--- config.mk ---
export PLATFORM = sky130hd
export DESIGN_NAME = instr_fetch
export DESIGN_NICKNAME = d
export VERILOG_FILES = /design/src/rtl/instr_fetch_pkg.sv /design/src/rtl/instr_fetch.sv
export SDC_FILE = /design/constraint.sdc
export NUM_CORES = 1
export LEC_CHECK = 0
export ABC_AREA = 1
export BUFFER_PORTS_ARGS = -buffer_cell sky130_fd_sc_hd__clkbuf_2
export CORE_ASPECT_RATIO = 0.6
export CORE_MARGIN = 2
export CORE_UTILIZATION = 54
export CTS_BUF_LIST = sky130_fd_sc_hd__clkbuf_16
export DETAILED_ROUTE_END_ITERATION = 7
export PLACE_DENSITY = 0.86
export SLEW_MARGIN = 20
export SYNTH_ARGS = -nofsm -noshare
export SYNTH_HDL_FRONTEND = slang
export SYNTH_SLANG_ARGS = --single-unit
--- constraint.sdc ---
create_clock -name clk -period 6 [get_ports clk]
set_input_delay 0.9 -clock clk [delete_from_list [all_inputs] [get_ports clk]]
set_output_delay 0.9 -clock clk [all_outputs]
set_load 0.005 [all_outputs]
--- src/rtl/instr_fetch_pkg.sv ---
// Shared fetch-stage types: FSM state encoding and the reset/bubble instruction.
// S_FAULT exists only when FETCH_MISALIGN_TRAP_EN is defined.
package instr_fetch_pkg;

    localparam logic [31:0] INSTR_NOP = 32'h0000_0013;

`ifdef FETCH_MISALIGN_TRAP_EN
    typedef enum logic [2:0] {
        S_IDLE  = 3'd0,
        S_REQ   = 3'd1,
        S_WAIT  = 3'd2,
        S_HOLD  = 3'd3,
        S_DRAIN = 3'd4,
        S_FAULT = 3'd5
    } fetch_state_t;
`else
    typedef enum logic [2:0] {
        S_IDLE  = 3'd0,
        S_REQ   = 3'd1,
        S_WAIT  = 3'd2,
        S_HOLD  = 3'd3,
        S_DRAIN = 3'd4
    } fetch_state_t;
`endif

endpackage

--- src/rtl/instr_fetch.sv ---
// Instruction fetch: one outstanding imem read, 3 cycles/instr with zero-wait memory; holds instr while stall.
// FETCH_MISALIGN_TRAP_EN: misaligned redirects raise a sticky fetch_fault instead of being silently aligned.
module instr_fetch
    import instr_fetch_pkg::*;
#(
    parameter logic [31:0] RESET_PC = 32'h0000_0000
) (
    input  logic        clk,
    input  logic        rst,
    output logic        imem_req,
    output logic [31:0] imem_addr,
    input  logic        imem_ready,
    input  logic        imem_rvalid,
    input  logic [31:0] imem_rdata,
    input  logic        redirect_valid,
    input  logic [31:0] redirect_pc,
    input  logic        stall,
    output logic        instr_valid,
    output logic [31:0] instr,
    output logic [31:0] instr_pc,
    output logic [31:0] instr_pc_plus4,
    output logic        fetch_fault
);

    fetch_state_t state_q, state_d;
    logic [31:0]  pc_q, pc_d;
    logic [31:0]  instr_q, instr_d;
    logic [31:0]  instr_pc_q, instr_pc_d;
    logic         instr_valid_q, instr_valid_d;
    logic [31:0]  redir_tgt;
    logic         drain_needed;

`ifdef FETCH_MISALIGN_TRAP_EN
    logic fetch_fault_q, fetch_fault_d;
    logic misalign;
    assign redir_tgt = redirect_pc;
    assign misalign  = (redirect_pc[1:0] != 2'b00);
`else
    logic unused_redirect_lsbs;
    assign redir_tgt            = {redirect_pc[31:2], 2'b00};
    assign unused_redirect_lsbs = ^redirect_pc[1:0];
`endif

    // A response is still owed by memory if a request was just accepted or is in flight.
    assign drain_needed = (state_q == S_REQ   &&  imem_ready)
                       || (state_q == S_WAIT  && !imem_rvalid)
                       || (state_q == S_DRAIN && !imem_rvalid);

    always_comb begin
        state_d       = state_q;
        pc_d          = pc_q;
        instr_d       = instr_q;
        instr_pc_d    = instr_pc_q;
        instr_valid_d = instr_valid_q;
`ifdef FETCH_MISALIGN_TRAP_EN
        fetch_fault_d = fetch_fault_q;
`endif
        if (redirect_valid) begin
            pc_d          = redir_tgt;
            instr_valid_d = 1'b0;
`ifdef FETCH_MISALIGN_TRAP_EN
            fetch_fault_d = misalign;
            if (drain_needed)  state_d = S_DRAIN;
            else if (misalign) state_d = S_FAULT;
            else               state_d = S_REQ;
`else
            state_d = drain_needed ? S_DRAIN : S_REQ;
`endif
        end else begin
            case (state_q)
                S_IDLE: state_d = S_REQ;
                S_REQ: begin
                    if (imem_ready) state_d = S_WAIT;
                end
                S_WAIT: begin
                    if (imem_rvalid) begin
                        instr_d       = imem_rdata;
                        instr_pc_d    = pc_q;
                        instr_valid_d = 1'b1;
                        pc_d          = pc_q + 32'd4;
                        state_d       = S_HOLD;
                    end
                end
                S_HOLD: begin
                    if (!stall) begin
                        instr_valid_d = 1'b0;
                        state_d       = S_REQ;
                    end
                end
                S_DRAIN: begin
`ifdef FETCH_MISALIGN_TRAP_EN
                    if (imem_rvalid) state_d = fetch_fault_q ? S_FAULT : S_REQ;
`else
                    if (imem_rvalid) state_d = S_REQ;
`endif
                end
                default: state_d = state_q;
            endcase
        end
    end

    always_ff @(posedge clk or posedge rst) begin
        if (rst) begin
            state_q       <= S_IDLE;
            pc_q          <= RESET_PC;
            instr_q       <= INSTR_NOP;
            instr_pc_q    <= RESET_PC;
            instr_valid_q <= 1'b0;
        end else begin
            state_q       <= state_d;
            pc_q          <= pc_d;
            instr_q       <= instr_d;
            instr_pc_q    <= instr_pc_d;
            instr_valid_q <= instr_valid_d;
        end
    end

`ifdef FETCH_MISALIGN_TRAP_EN
    always_ff @(posedge clk or posedge rst) begin
        if (rst) fetch_fault_q <= 1'b0;
        else     fetch_fault_q <= fetch_fault_d;
    end
    assign fetch_fault = fetch_fault_q;
`else
    assign fetch_fault = 1'b0;
`endif

    assign imem_req       = (state_q == S_REQ);
    assign imem_addr      = pc_q;
    assign instr_valid    = instr_valid_q;
    assign instr          = instr_q;
    assign instr_pc       = instr_pc_q;
    assign instr_pc_plus4 = instr_pc_q + 32'd4;

endmodule

Yosys cells after proc, flatten, opt, wreduce, memory -nomap -nowiden
Cells that the tools add are included.
- bits in registers: 100
- bits of input ports: 70
- output and inout port bits: 131
- logic and storage cells: 45
- $add $sub $neg: 2
- equal/unequal tests: 8
- multiplexer cells: 14
- bitwise gates (word level): 1
- reduce and logical (&&, ||, !) cells: 15
- operator list (cell ; count):
    two-way mux 32 bit ; 3
    adder 32 x 3 -> 32 bit, second input constant ; 2
    two-way mux 3 bit ; 6
    case mux 3 bit (5 select lines) ; 1
    != test 3 bit, second input constant ; 3
    == test 3 x 2 -> 1 bit, second input constant ; 2
    AND reduction 3 bit ; 2
    nonzero test 6 bit ; 1
    AND reduction 5 bit ; 1
    nonzero test 2 bit ; 2
    == test 3 x 1 -> 1 bit, second input constant ; 1
    == test 3 bit, second input constant ; 1
    logical AND 1 bit ; 3
    zero test 3 bit ; 1
    two-way mux 1 bit ; 3
    != test 3 x 1 -> 1 bit, second input constant ; 1
    nonzero test 3 bit ; 1
    logical OR 1 bit ; 2
    case mux 1 bit (2 select lines) ; 1
    AND reduction 2 bit ; 1
    zero test 1 bit ; 1
    NOT 1 bit ; 1

Depth between registers and ports, before layout
Gate-level depths: netlist (run 1).
- word-level depth: 6
- gate-level depth with buffers: 10
- depth with buffers taken out: 10

Least setup slack after synthesis (run 1)
Ideal clock, no wire load.
- kind: reg2out
- start: register instr_pc_q[3] (netlist: instr_pc[3])
- end: output port instr_pc_plus4[20]
- arrival: 1.382 ns
- setup slack: 3.718 ns
- stages on the path, launching flop included: 8
- path buffers: 0
- cell sequence: dfrtp_1 -> ha_1 -> nand2_2 -> nor2_4 -> nand2_2 -> nor3_4 -> nand3_2 -> xnor2_1
- cells in the longest elaborated chain, start to end: 1
- ends and longest elaborated chain (item ; RTL line ; source):
    start, declared ; instr_fetch.sv:28 ; logic [31:0] instr_pc_q, instr_pc_d;
    start signal, assigned ; instr_fetch.sv:113 ; instr_pc_q <= instr_pc_d;
    adder 32 x 3 -> 32 bit ; instr_fetch.sv:133 ; assign instr_pc_plus4 = instr_pc_q + 32'd4;
    end, declared ; instr_fetch.sv:21 ; output logic [31:0] instr_pc_plus4,
No other way between the ends.

Worst setup path in the final report (run 1)
- start: input port redirect_valid
- end: register pc_q[8] (netlist: imem_addr[8])
- cells in the longest elaborated chain, start to end: 2
- elaborated cells on any way between the ends: 4
- classes of those cells: mux: 1; reduce/logical: 3
- ends and longest elaborated chain (item ; RTL line ; source):
    start, declared ; instr_fetch.sv:15 ; input logic redirect_valid,
    nonzero test 2 bit (no line) ; -- ;
    AND reduction 2 bit (no line) ; -- ;
    end signal, assigned ; instr_fetch.sv:111 ; pc_q <= pc_d;
    end, declared ; instr_fetch.sv:26 ; logic [31:0] pc_q, pc_d;
Parallel ways exist; a longest one is shown, timed or not.
A chain may end at the register's enable or synchronous reset.

==> results of run 1 <==
[registers in the layout (all words and copies together) (netlist names)]
| register | flops |
|---|---|
| instr | 32 |
| imem_addr | 30 |
| instr_pc | 30 |
| state_q | 3 |
| instr_valid | 1 |
[cell type report]
| class | instances | area [sq um] | area share [%] |
|---|---|---|---|
| Clock inverter | 7 | 45.04 | 0.6535 |
| Multi-Input combinational cell | 616 | 2816 | 40.86 |
| Antenna cell | 1 | 2.502 | 0.03630 |
| Timing Repair Buffer | 193 | 970.9 | 14.09 |
| Sequential cell | 96 | 2406 | 34.91 |
| Clock buffer | 9 | 225.2 | 3.267 |
| Tap cell | 135 | 168.9 | 2.451 |
| Inverter | 68 | 257.7 | 3.739 |
[kinds of logic after synthesis]
kind of cell / count (synthesis) / share of synthesized area (%)
buffers and inverters: 101 / 7.665
flip-flops: 96 / 42.72
other: 1 / 0.06659
AND/OR/NAND/NOR: 515 / 38.92
adder cells (fa/ha/maj): 2 / 0.4443
XOR/XNOR: 26 / 4.044
AO/OA/AOI/OAI: 66 / 6.132
[cell usage in the layout, fill, tap and decap left out, drive strengths merged, types with 2 or more instances in the layout]
master    n
o22ai     3
o21ai    41
clkbuf  200
and2      2
a21oi    15
nand3b    4
xor2     20
nand3    49
inv      70
nor3     14
ha        2
dfstp     3
nand4     6
xnor2     6
clkinv    5
dfrtp    93
buf       2
conb      7
a31oi     5
nor2    104
nand2   333
[stage by stage]
step                      power [W]  utilization [%]  cells  area, sq um
after floorplan            0.001675                -    813         5654
after global placement     0.002187            66.30   1108         6620
after detailed placement   0.002221            66.30   1108         6620
after CTS                  0.002756            69.01   1124         6890
after global routing       0.002960            69.04   1125         6893
final                      0.002743            69.04   1125         6893
[worst paths after layout]
kind,start,to,cells past startpoint
max in group asynchronous,rst,instr_pc[18],3
max,redirect_valid,imem_addr[8],8
min,instr[4],instr[4],2
min reg2reg,instr[4],instr[4],2
max reg2reg,state_q[2],imem_addr[8],10
min in group asynchronous,rst,instr[21],2
[power breakdown]
part           internal, W  switching, W
logic             0.000454      0.000560
clock network     0.000281      0.000251
registers         0.000893      0.000304
[critical path, stage by stage]
cell      delay (ns)
clkbuf_2        0.30
inv_2           0.71
nand2_2         0.45
inv_2           0.53
nand2_1         0.12
nand2_1         0.07
o21ai_0         0.08
nand2_1         0.07
[routing by layer]
metal / GRT usage [%] / vias to the layer above / share of wire (%)
li1: - / 2871 / -
met1: 44.92 / 2668 / 46
met2: 42.01 / 307 / 42
met3: 6.654 / 19 / 10
met4: 7.008 / 0 / 0.93
met5: 0 / - / 0
==> impl_metrics.ini, run 1 <==
[routing]
drt_iter0_markers = 480
routedWlPerCell_microns = 14.36
drt.antenna.violating_nets = 0
first_pass_iters = 8
dr_total_vias = 5865
finalWirelength_mm = 16.16
drc_errors = 0
via_per_inst = 5.213

[timing]
finalSetupViolations = 0
hold_slack_ns = 0.4682
fin_ws_ns = 3.034
slew_headroom_pct = 42.86
grt_setup_unrepaired = no
setup_tns_ns = 0
maxSlewViolCount = 0
tightestPinTransition_ns = 0.8571
min_period_ns = 2.966
timing.fmax_ghz = 0.3371
fin_skew_ns = 0.007084
hold_violations = 0
post-route-period-util_pct = 49.44

[placed_design]
dp_hpwl_mm = 12.32
pre_cts_slack_ns = 2.744
portBuffers = 191
gp_congestion = 0.9308

[setup_path]
crit_type = in2reg
startpoint_type = primary input
crit_arrival_ns = 3.25
rrSetupSlack_ns = 3.97
critPathCaptureType = flop
crit_fanout = 47
critPathRequiredTime_ns = 6.28

[synthesis]
synth_top_area_share_pct = 41.32
synthTopCellsByCount = nand2_1, dfrtp_1, nor2_1, inv_1, nand3_1
synth_most_common_cell = nand2_1
synth_edf_count = 0
netlist_area_sq_um = 5632
async_reset_ff_share_pct = 100.0
ys_warn_count = 0
synthTopCellsByArea = dfrtp_1, nand2_1, nor2_1, inv_1, nand3_1
synth_seq_cells = 96
synth_ff_type = dfrtp_1
syn_area_per_cell_sq_um = 6.979
synth_top_cell_by_area = dfrtp_1
syn_inst = 807
seq_area_frac_synth_pct = 42.72
ys_types = 37

[floorplan]
io_pins = 201
die_h_microns = 83.11
core_sq_um = 9985
die_area_sq_um = 11290
fp-row-count = 28
start_util_pct = 56.40
die_w_microns = 135.8

[power_and_ir_drop]
power_leakage_nw = 3.719
power_density_nw_per_um2 = 398.0
ir_drop_uv = 246.9

[clocking]
root_buffer = clkbuf_16
postCtsSetupRepairBufs = 0
clk_latency_ns = 0.35
clockBufferDepth = 2
cts_inserted_buffers = 9
hold_buffers = 0
cts.repair.resized = 0
cts.sinks = 96
cts_tree = yes
clk_pin_slew_worst_paths_ns = 0.07
htreeDepth = 3

[cells_and_area]
fin_nets = 1056
drive_above_1_share_pct = 24.77
area_delta_synth_final_pct = 22.40
num-fill-cells = 893

[global_route]
grt_pass1_vias = 5113
grt_util_all_layers_pct = 29.33
grt_first_pass_wirelength_mm = 26.01
grt.overflow.total = 0
grt_max_degree = 90
antenna_found_initial = 1

[outcome]
status = finished clean

[hold_path]
min_path_type = reg2reg

[job]
drv_cap = 0
Power figures use the tool's default switching activity.
==> inputs of run 2 (changes only) <==
Settings changed: ABC_AREA 1 to 0, CORE_UTILIZATION 54 to 44, PLACE_DENSITY 0.86 to 0.77.
Clock period 6 ns to 2.51 ns, I/O delays scaled along.
==> run 2 against run 1 <==
Compared with the run above:
- the run now ends with negative setup slack left
- final cell count is 27% lower
- routed wire length is 8.0% lower
- sequential share of layout area is 1.4 points higher
==> impl_metrics.ini, run 2 <==
[placed_design]
gp_congestion = 0.8697
portBuffers = 191
dp_hpwl_mm = 10.85

[synthesis]
synth_edf_count = 0
synthXorXnorAreaFrac_pct = 6.927
synthAdderAreaFrac_pct = 0.5075
async_reset_ff_share_pct = 100.0
synth_most_common_cell = dfrtp_1
synth-compound-area-share_pct = 7.968
seq_area_frac_synth_pct = 48.79
netlist_area_sq_um = 4931
synth_top_area_share_pct = 47.20
synth_mux_area_share_pct = 12.53
synth_top_cell_by_area = dfrtp_1
synth_seq_cells = 96
synth_top_family_by_area = simple AND/OR/NAND/NOR gates
syn_inst = 474
syn_area_per_cell_sq_um = 10.40
synthSimpleGateAreaFrac_pct = 18.57
ys_types = 43
ys_warn_count = 0
synth_ff_type = dfrtp_1
synthTopCellsByCount = dfrtp_1, mux2_2, nand2_1, o21ai_0, nor2_1
synthTopCellsByArea = dfrtp_1, mux2_2, xor2_1, nand2_1, xnor2_1

[routing]
finalWirelength_mm = 14.87
first_pass_iters = 5
routedWlPerCell_microns = 18.02
drt.antenna.violating_nets = 0
drt_iter0_markers = 252
via_per_inst = 5.564
dr_total_vias = 4590
drc_errors = 0

[setup_path]
critPathRequiredTime_ns = 2.13
startpoint_type = flop
crit_fanout = 5
crit_arrival_ns = 2.18
critPathCaptureType = output pin
crit_type = reg2out

[global_route]
grt_max_degree = 71
grt_util_all_layers_pct = 24.66
grt_first_pass_wirelength_mm = 23.22
grt_pass1_vias = 4362
antenna_found_initial = 0
grt.overflow.total = 0

[clocking]
cts_inserted_buffers = 9
cts.sinks = 96
clk_pin_slew_worst_paths_ns = 0.07
htreeDepth = 3
clk_latency_ns = 0.34
root_buffer = clkbuf_16
clockBufferDepth = 2
cts_tree = yes
hold_buffers = 0

[cells_and_area]
drive_above_1_share_pct = 46.65
fin_nets = 754
final_common_cell = clkbuf_2
num-fill-cells = 882
area_delta_synth_final_pct = 34.71
final_cell_mix = clkbuf_2, dfrtp_1, mux2_2
num_antenna_cells = 0
largest_register_ffs = 32

[power_and_ir_drop]
ir_drop_uv = 468.0
power_density_nw_per_um2 = 853.4
power_leakage_nw = 3.237
total_power_w = 0.005669

[timing]
timing.fmax_ghz = 0.3906
min_period_ns = 2.560
maxSlewViolCount = 0
finalSetupViolations = 1
hold_violations = 0
fin_skew_ns = 0.006539
fin_ws_ns = -0.05031
setup_tns_ns = -0.05031
post-route-period-util_pct = 102.0
grt_setup_unrepaired = yes

[floorplan]
io_pins = 201
die_area_sq_um = 12100
die_h_microns = 86
die_w_microns = 140.7
fp-row-count = 29
start_util_pct = 45.91
core_sq_um = 10740

[hold_path]
min_path_type = in2async

[outcome]
violations = negative setup slack
status = finished with violations

[job]
drv_cap = 0
==> run 2: changes by cell type after synthesis, moves of 14 or more <==
cell	before	now
nand3_1	46	21
o21ai_0	7	25
nand2_1	324	45
a21oi_1	15	1
nor2_1	90	24
inv_1	64	16
or4_1	0	19
o21ai_1	34	0
mux2_2	0	54
==> run 2: repair_timing <==
| action | CTS | global route |
|---|---|---|
| gates cloned | 1 | 0 |
| buffers inserted | 8 | 3 |
| setup endpoints to repair | 17 | 17 |
| pin swaps | 3 | 11 |
| resized for setup | 17 | 20 |
==> run 2: kinds of logic after synthesis <==
logic type / count (synthesis)
and+or+nand+nor: 170
DFF: 96
AOI/OAI and AO/OA: 62
muxes: 55
buffers and inverters: 49
xor gates and xnor gates: 39
adders and majority gates: 2
other: 1
==> run 2: path summary, 6_finish.rpt <==
| check | start | to | slack, ns | cells after the start |
|---|---|---|---|---|
| max | instr_pc[3] | instr_pc_plus4[27] | -0.05 | 5 |
| min | rst | imem_addr[2] | 0.006 | 2 |
| max reg2reg | imem_addr[10] | imem_addr[26] | 0.25 | 4 |
| min reg2reg | instr[9] | instr[9] | 0.51 | 1 |
| max in group asynchronous | rst | instr[4] | 1.72 | 3 |
| min in group clk | redirect_pc[4] | imem_addr[4] | 0.24 | 3 |
==> run 2: layer usage <==
layer  vias to the layer above  part of all wire (%)  track usage [%]
li1                       2116                     -                -
met1                      2242                    45            34.29
met2                       219                    46            38.40
met3                        13                   9.1            7.538
met4                         0                  0.78            5.455
met5                         -                     0                0
==> run 2: cell type report <==
cell class / instances / area [sq um] / share of cell area, %
clock buffer: 9 / 225.2 / 3.390
sequential: 96 / 2409 / 36.26
multi-input combinational: 336 / 2476 / 37.28
clock inverter: 6 / 61.31 / 0.9230
tap: 139 / 173.9 / 2.618
inverter: 16 / 63.81 / 0.9606
timing repair buffer: 223 / 1234 / 18.57
==> run 2: critical path, cell delays in order (launching register included) <==
cell	delay (ns)
dfrtp_2	0.40
nand4_1	0.16
or4_4	0.65
nor3_2	0.24
xor2_1	0.24
clkbuf_2	0.16
==> run 2: power breakdown <==
| group | switching [W] | internal, W | leakage [nW] |
|---|---|---|---|
| clock network | 0.000579 | 0.000762 | 0.133 |
| registers | 0.000442 | 0.00201 | 1.19 |
| logic | 0.000868 | 0.00101 | 1.91 |
==> run 2: metrics by stage <==
stage	cells	worst slack [ns]	utilization [%]	area [sq um]	hold slack, ns
6_report	825	-0.05031	61.85	6643	0.006070
5_1_grt	825	-0.1387	61.85	6643	0.02993
4_1_cts	822	-0.007591	60.89	6540	0.007759
3_5_place_dp	798	0.08167	56.88	6110	0.3733
3_3_place_gp	798	0.1364	56.88	6110	0.3640
2_1_floorplan	480	0.3779	-	4957	0.4964
==> inputs of run 3 (changes only) <==
Settings changed: CORE_UTILIZATION 44 to 52, PLACE_DENSITY 0.77 to 0.85.
Clock period 2.51 ns to 3.21 ns, I/O delays scaled along.
==> run 3 against run 2 <==
Compared with the run above:
- the run now ends clean
- total power shrank 23%
- sequential power down 20%
- routed wire length shrank 6.4%
- final cell count down 4.4%
- global-route usage grew 2.4 points
- clock-buffer cell count did not move
- combinational power down 32%
- clock power shrank 16%
- critical path depth is 1 higher
- flip-flop and latch count unchanged
- critical path type unchanged
- critical endpoint is now instr_pc_plus4[24]
==> impl_metrics.ini, run 3 (synthesis results as in run 2) <==
[outcome]
status = finished clean

[power_and_ir_drop]
seq_power_share_pct = 44.9
power_density_nw_per_um2 = 693.6
p_comb_share_pct = 29.3
cell_internal_pwr_w = 0.002943
p_sw_w = 0.001407
power_leakage_nw = 3.073
power_frac_clock_pct = 25.7
swShare_pct = 32.34
ir_drop_uv = 415.7

[timing]
grt_setup_unrepaired = no
fin_skew_ns = 0.007969
maxSlewViolCount = 0
slew_headroom_pct = 36.75
setup_tns_ns = 0
hold_violations = 0
fin_ws_ns = 0.2239
finalSetupViolations = 0
timing.fmax_ghz = 0.3349
min_period_ns = 2.986
tightestPinTransition_ns = 0.9487
post-route-period-util_pct = 93.03

[cells_and_area]
final_common_cell = clkbuf_2
seq_area_sq_um = 2406
drive_above_1_share_pct = 41.12
area_delta_synth_final_pct = 27.20
multi_input_area_sq_um = 2327
final_cell_mix = clkbuf_2, dfrtp_1, mux2_2
largest_register_ffs = 32
fin_nets = 726
num_antenna_cells = 0
finalInstanceArea_sq_um = 6272
num-fill-cells = 722

[routing]
drt.antenna.violating_nets = 0
dr_total_vias = 4520
via_per_inst = 5.729
first_pass_iters = 4
drt_iter0_markers = 245
drc_errors = 0
routedWlPerCell_microns = 17.64
finalWirelength_mm = 13.92

[floorplan]
fp-row-count = 27
core_sq_um = 9189
die_area_sq_um = 10300
die_w_microns = 129.7
start_util_pct = 53.66
io_pins = 201
die_h_microns = 79.43

[setup_path]
crit_type = reg2out
startpoint_type = flop
crit_fanout = 9
slowest_delay_ns = 0.68
slowest_stage = or4_1
cp_cell_sequence = ha_1 -> nand3_1 -> or4_1 -> nor4_1 -> xor2_1 -> clkbuf_2
crit_arrival_ns = 2.50
critPathCaptureType = output pin
critPathRequiredTime_ns = 2.73

[clocking]
clk_latency_ns = 0.34
cts.repair.resized = 0
root_buffer = clkbuf_16
cts_tree = yes
cts_inserted_buffers = 9
hold_buffers = 0
cts.sinks = 96
htreeDepth = 3
clk_pin_slew_worst_paths_ns = 0.06
postCtsSetupRepairBufs = 0
clockBufferDepth = 2

[global_route]
grt_max_degree = 77
grt_pass1_vias = 4302
grt_first_pass_wirelength_mm = 21.67
grt.overflow.total = 0
grt_util_all_layers_pct = 27.08
antenna_found_initial = 0

[placed_design]
gp_congestion = 0.9192
portBuffers = 191
dp_hpwl_mm = 10.30
pre_cts_slack_ns = 0.6002
placed_cell_area_sq_um = 5964

[job]
drv_cap = 0

[hold_path]
min_path_type = in2async
==> run 3: cell types whose count changed in the layout (fill, tap and decap cells not counted), moves of 5 or more <==
cell      change
nor3_1        +8
buf_2         -5
nor3_2        -5
buf_4        -25
clkbuf_2      +5
==> run 3: cell type report <==
type	count	area share, %
sequential	96	38.36
multi-input combinational	335	37.10
timing repair buffer	196	16.04
clock buffer	9	3.591
tap	130	2.593
clock inverter	7	1.317
inverter	16	0.9974
==> run 3: path summary, 6_finish.rpt <==
path / cells past startpoint / to / startpoint / slack, ns
max: 6 / instr_pc_plus4[24] / instr_pc[2] / 0.22
min: 2 / instr[25] / rst / 0.33
max reg2reg: 4 / imem_addr[21] / state_q[1] / 0.88
min reg2reg: 1 / instr[23] / instr[23] / 0.51
max in group asynchronous: 3 / imem_addr[15] / rst / 2.06
min in group clk: 3 / imem_addr[5] / redirect_pc[5] / 0.35
==> run 3: per-layer routing <==
layer	wire (microns)	vias to the layer above	share of wire (%)	GRT usage [%]
li1	-	2061	-	-
met1	5849	2204	42	35.87
met2	6504	238	47	43.09
met3	1384	17	9.9	8.177
met4	178	0	1.3	8.387
met5	0	-	0	0
==> run 3: power groups by stage <==
stage          combinational [W]  clock (W)  sequential, W
2_1_floorplan           0.000643          0        0.00189
3_3_place_gp             0.00125          0        0.00193
3_5_place_dp             0.00129          0        0.00197
4_1_cts                  0.00130    0.00114        0.00195
5_1_grt                  0.00141    0.00120        0.00201
6_report                 0.00128    0.00112        0.00195
==> run 3: metrics by stage <==
stage	instances	utilization (%)	hold WS, ns	power (W)
finish	789	68.26	0.3257	0.004350
global route	789	68.26	0.3556	0.004616
CTS	789	68.26	0.3392	0.004384
detailed placement	773	64.91	0.4950	0.003258
global placement	773	64.91	0.4889	0.003182
floorplan	480	-	0.5055	0.002534
==> run 3: worst max-delay path, delay by kind of cell, from the launching register on <==
kind / cells / cell delay, ns
xor+xnor: 1 / 0.17
flops: 1 / 0.43
buf+inv: 1 / 0.12
simple gates: 3 / 1.19
fa+ha+maj: 1 / 0.25
